<file path="src/rtl/fp_norm_round.sv">
// Post-add normalize/round stage: takes the raw adder result, normalizes it over
// several cycles, rounds to nearest-even and packs an IEEE-754 single.
module fp_norm_round #(
  parameter int NORM_STEP = 8
) (
  input  logic        i_clk,
  input  logic        i_rst_n,
  input  logic        i_valid,
  output logic        o_ready,
  input  logic        i_sign,
  input  logic [7:0]  i_exp,
  input  logic [26:0] i_mant,
  input  logic        i_sticky,
  output logic        o_valid,
  input  logic        i_ready,
  output logic [31:0] o_result,
  output logic [2:0]  o_flags
);

  typedef enum logic [1:0] {IDLE, NORM, ROUND, DONE} state_e;

  state_e             state_q;
  logic               sign_q;
  logic signed [9:0]  e_q;
  logic [26:0]        mant_q;
  logic               sticky_q;
  logic [31:0]        result_q;
  logic [2:0]         flags_q;

  logic [4:0]         lz;
  logic [5:0]         step;
  logic signed [10:0] e_shift_d;
  logic [26:0]        mant_shl_d;
  logic               rnd_inc;
  logic               rnd_inexact;
  logic [24:0]        rnd_sum;
  logic               rnd_carry;
  logic [22:0]        rnd_frac_d;
  logic signed [9:0]  e_rnd_d;
  logic               rnd_ovf;

  // NOTE: every signal gets a default before any conditional assignment in
  // always_comb, so no path can leave it unassigned and infer a latch.
  always_comb begin
    lz = 5'd26;
    for (int i = 0; i < 26; i++) begin
      if (mant_q[i]) lz = 5'(25 - i);
    end
    step       = (int'(lz) > NORM_STEP) ? 6'(NORM_STEP) : {1'b0, lz};
    e_shift_d  = {e_q[9], e_q} - {5'd0, step};
    mant_shl_d = mant_q << step;

    rnd_inc     = mant_q[1] & (mant_q[0] | sticky_q | mant_q[2]);
    rnd_inexact = mant_q[1] | mant_q[0] | sticky_q;
    // mant_q[26] is always clear in ROUND, so the 25-bit sum cannot wrap.
    rnd_sum     = mant_q[26:2] + {24'd0, rnd_inc};
    rnd_carry   = rnd_sum[24];
    rnd_frac_d  = rnd_carry ? rnd_sum[23:1] : rnd_sum[22:0];
    e_rnd_d     = e_q + {9'd0, rnd_carry};
    rnd_ovf     = (e_rnd_d >= 10'sd255);
  end

  // NOTE: sequential state uses non-blocking assignments only, so every
  // register samples the pre-edge values of its neighbours.
  always_ff @(posedge i_clk) begin
    if (!i_rst_n) begin
      state_q  <= IDLE;
      sign_q   <= 1'b0;
      e_q      <= '0;
      mant_q   <= '0;
      sticky_q <= 1'b0;
      result_q <= '0;
      flags_q  <= '0;
    end else begin
      case (state_q)
        IDLE: begin
          if (i_valid) begin
            sign_q   <= i_sign;
            e_q      <= {2'b00, i_exp};
            mant_q   <= i_mant;
            sticky_q <= i_sticky;
            state_q  <= NORM;
          end
        end
        NORM: begin
          if (mant_q == '0 && !sticky_q) begin
            result_q <= '0;
            flags_q  <= 3'b000;
            state_q  <= DONE;
          end else if (mant_q[26]) begin
            mant_q   <= mant_q >> 1;
            sticky_q <= sticky_q | mant_q[0];
            e_q      <= e_q + 10'sd1;
            state_q  <= ROUND;
          end else if (mant_q[25]) begin
            state_q  <= ROUND;
          end else if (e_shift_d < 11'sd1) begin
            // Would go subnormal: flush to signed zero.
            result_q <= {sign_q, 31'd0};
            flags_q  <= 3'b011;
            state_q  <= DONE;
          end else begin
            mant_q   <= mant_shl_d;
            e_q      <= e_shift_d[9:0];
          end
        end
        ROUND: begin
          if (rnd_ovf) begin
            result_q <= {sign_q, 8'hFF, 23'd0};
            flags_q  <= 3'b101;
          end else begin
            result_q <= {sign_q, e_rnd_d[7:0], rnd_frac_d};
            flags_q  <= {2'b00, rnd_inexact};
          end
          state_q <= DONE;
        end
        DONE: begin
          if (i_ready) state_q <= IDLE;
        end
        default: state_q <= IDLE;
      endcase
    end
  end

  assign o_ready  = (state_q == IDLE);
  assign o_valid  = (state_q == DONE);
  assign o_result = result_q;
  assign o_flags  = flags_q;

endmodule

</file>
<file path="config.mk">
export PLATFORM = sky130hd
export DESIGN_NAME = fp_norm_round
export DESIGN_NICKNAME = d
export VERILOG_FILES = /design/src/rtl/fp_norm_round.sv
export SDC_FILE = /design/constraint.sdc
export NUM_CORES = 1
export LEC_CHECK = 0
export ABC_AREA = 1
export CELL_PAD_IN_SITES_DETAIL_PLACEMENT = 1
export CELL_PAD_IN_SITES_GLOBAL_PLACEMENT = 1
export CORE_MARGIN = 5
export CORE_UTILIZATION = 42
export CTS_CLUSTER_SIZE = 8
export DETAILED_ROUTE_END_ITERATION = 10
export PLACE_DENSITY = 0.86
export RECOVER_POWER = 25
export SYNTH_ARGS = -nofsm -noshare
export SYNTH_HDL_FRONTEND = slang
export SYNTH_SLANG_ARGS = --single-unit
</file>
<file path="constraint.sdc">
create_clock -name i_clk -period 7.9 [get_ports i_clk]
set_input_delay 1.58 -clock i_clk [delete_from_list [all_inputs] [get_ports i_clk]]
set_output_delay 1.58 -clock i_clk [all_outputs]
set_load 0.03 [all_outputs]
</file>
==> flow_metrics.tcl <==
set metrics [dict create \
    dp_hpwl_microns 17320 \
    worst_setup_path_end_kind "flip-flop" \
    fillers 2011 \
    drc_errors 0 \
    n_antenna_cell 0 \
    cts_num_sinks 76 \
    drv_cap 1 \
    die_x_microns 131.2 \
    drtPass1Iterations 5 \
    antenna_found_initial 0 \
    finalHoldViolCount 0 \
    rsz0062_at_grt "no" \
    ant_nets 0 \
    fin_crit_ns 6.318 \
    vias 7295 \
    setup_tns_ns 0 \
    slew_headroom_pct -10.79 \
    cts.path.max_buffers 2 \
    grtUsageTotal_pct 26.44 \
    ys_seq_area_share_pct 24.68 \
    critPathRequiredTime_ns 8.14 \
    post_cts.repair.setup_buffers 0 \
    final.setup_skew_ns 0.01052 \
    grt_pass1_vias 7314 \
    fp-row-count 44 \
    place_inst 1218 \
    multi_input_area_sq_um 4050 \
    ctsHoldBuffers 0 \
    synth_top_area_cell "dfxtp_1" \
    fin_crit_sh_pct 79.98 \
    crit_fanout 57 \
    finalNonFillerCells 1233 \
    cts_tree "yes" \
    cpMaxStageDelayCell "clkinv_1" \
    io_pins 78 \
    synthTopCellsByArea "dfxtp_1, nand3_1, nand2_1, a21oi_1, nor2_1" \
    violations "capacitance limit, slew limit" \
    synthTopCellsByCount "nand2_1, nand3_1, a21oi_1, nor2_1" \
    synth-seq-cells 76 \
    drive_gt1_share_pct 5.052 \
    max_stage_delay_ns 0.70 \
    worstMarginPinSlew_ns 1.662 \
    crit_arrival_ns 6.56 \
    cpMostUsedCell "o21ai_0" \
    cp-start-kind "flip-flop" \
    netlist.area_leader.share_pct 24.68 \
    fin_nets 1100 \
    gr-total-overflow 0 \
    dieArea_sq_um 17200 \
    postSynthAreaPerCell_sq_um 6.080 \
    place_congestion 0.9328 \
    ys_types 50 \
    synth_area_sq_um 6165 \
    synth_edf_count 0 \
    grt_pass1_wl_microns 37890 \
    cts_resized 0 \
    wl_per_cell_microns 19.23 \
    final_max_slew_viol_count 43 \
    start_util_pct 42.58 \
    netlist_instances 1014 \
    synthArstFlopShare_pct 0 \
    postSynthNetCount 1069 \
    max_freq_ghz 0.1583 \
    ys.flop_type "dfxtp_1" \
    grt_max_degree 58 \
    hold_class "reg2reg" \
    yosysMostFrequentCell "nand2_1" \
    synth_warnings 0 \
    syn2layout_area_growth_pct 17.39 \
    status "finished with violations" \
    crit_type "reg2reg" \
    portBuffers 77 \
    wirelength_microns 23710 \
    fp.dieH_microns 131.2 \
    drtIter0Drc 528 \
    htreeDepth 3 \
    register_area_sq_um 1521 \
    vias_per_cell 5.916 \
    coreArea_sq_um 14480 \
    insertion_delay_ns 0.35 \
    cts_buffers 9 \
    cts-root-buf "clkbuf_16" \
    cts.clk_slew.worst_paths_ns 0.06 \
    setup_viol_count_final 0 \
]
-- registers in the layout, indices dropped and copies added, names as in the netlist --
| register | flops |
|---|---|
| o_flags | 3 |
| state_q | 2 |
| sign_q | 1 |
| e_q | 10 |
| mant_q | 27 |
| o_result | 32 |
| sticky_q | 1 |
-- placed cells by master (no fill, tap or decap), drive strengths merged --
master | Yosys | layout
a2111oi | 1 | 1
a211oi | 6 | 6
a21o | 1 | 1
a21oi | 126 | 126
a221oi | 1 | 1
a22oi | 1 | 1
a311oi | 1 | 1
a31o | 1 | 1
a31oi | 5 | 5
a32oi | 1 | 1
buf | 18 | 8
clkbuf | 48 | 12
clkdlybuf4s50 | 0 | 50
clkinv | 4 | 6
clkinvlp | 0 | 2
conb | 1 | 1
dfxtp | 76 | 76
dlygate4sd3 | 0 | 27
fa | 1 | 1
ha | 13 | 13
inv | 82 | 82
nand2 | 186 | 186
nand3 | 172 | 172
nand4 | 29 | 29
nor2 | 102 | 102
nor3 | 13 | 13
nor3b | 1 | 1
nor4 | 5 | 5
o2111ai | 1 | 1
o211a | 1 | 1
o211ai | 7 | 7
o21ai | 70 | 70
o221a | 1 | 1
o221ai | 2 | 2
o22ai | 1 | 1
o31ai | 1 | 1
or2 | 2 | 2
xnor2 | 1 | 1
xor2 | 32 | 32
-- per-stage QoR --
step                      hold slack (ns)  setup slack, ns  util (%)  instance area (sq um)
after global placement             0.4540            1.953     48.09                   6963
final                              0.4985            1.582     49.98                   7237
after detailed placement           0.4863            1.643     48.09                   6963
after floorplan                    0.4354            3.579         -                   6165
after CTS                          0.4951            1.616     50.01                   7241
after global routing               0.5145           0.8079     49.98                   7237
-- logic make-up (layout without fill, tap and decap cells) --
logic type	Yosys count	after routing	synth area share, %
compound gates	228	228	20.15
xor+xnor	33	33	4.688
fa+ha+maj	14	14	2.963
buf+inv	152	187	9.803
flops	76	76	24.68
other cells	1	1	0.06083
simple gates	510	510	37.65
-- final cells by class --
class                   instances  share of cell area (%)
clock buffers                  11                   3.492
clock inverters                 4                  0.3458
inverters                      86                   4.461
multi-input cells             786                   55.96
flip-flops and latches         76                   21.02
well taps                     184                   3.181
repair buffers                 86                   11.53
-- critical path: cells and delay by family, from the launching register on --
kind	cells	cell delay, ns
AOI/OAI and AO/OA	15	2.91
adders and majority gates	1	0.58
buffers and inverters	6	1.57
DFF	1	0.42
and+or+nand+nor	8	0.71
-- final timing paths --
check | startpoint | endpoint | slack [ns] | cells after the start
worst max register to register | mant_q[3] | o_result[28] | 1.58 | 30
worst max-delay path | mant_q[3] | o_result[28] | 1.58 | 30
worst min-delay path | sign_q | sign_q | 0.50 | 2
worst min register to register | sign_q | sign_q | 0.50 | 2
-- metal layers --
| metal | vias to the layer above | wire, microns | global-route usage [%] |
|---|---|---|---|
| li1 | 3514 | - | - |
| met1 | 3536 | 10060 | 32.27 |
| met2 | 193 | 11920 | 46.39 |
| met3 | 52 | 1035 | 5.199 |
| met4 | 0 | 688 | 8.891 |
| met5 | - | 0 | 0 |
Power is left out: the tool's default activity adds up to more than one toggle a clock period on the data nets, which glitch-free logic cannot reach.
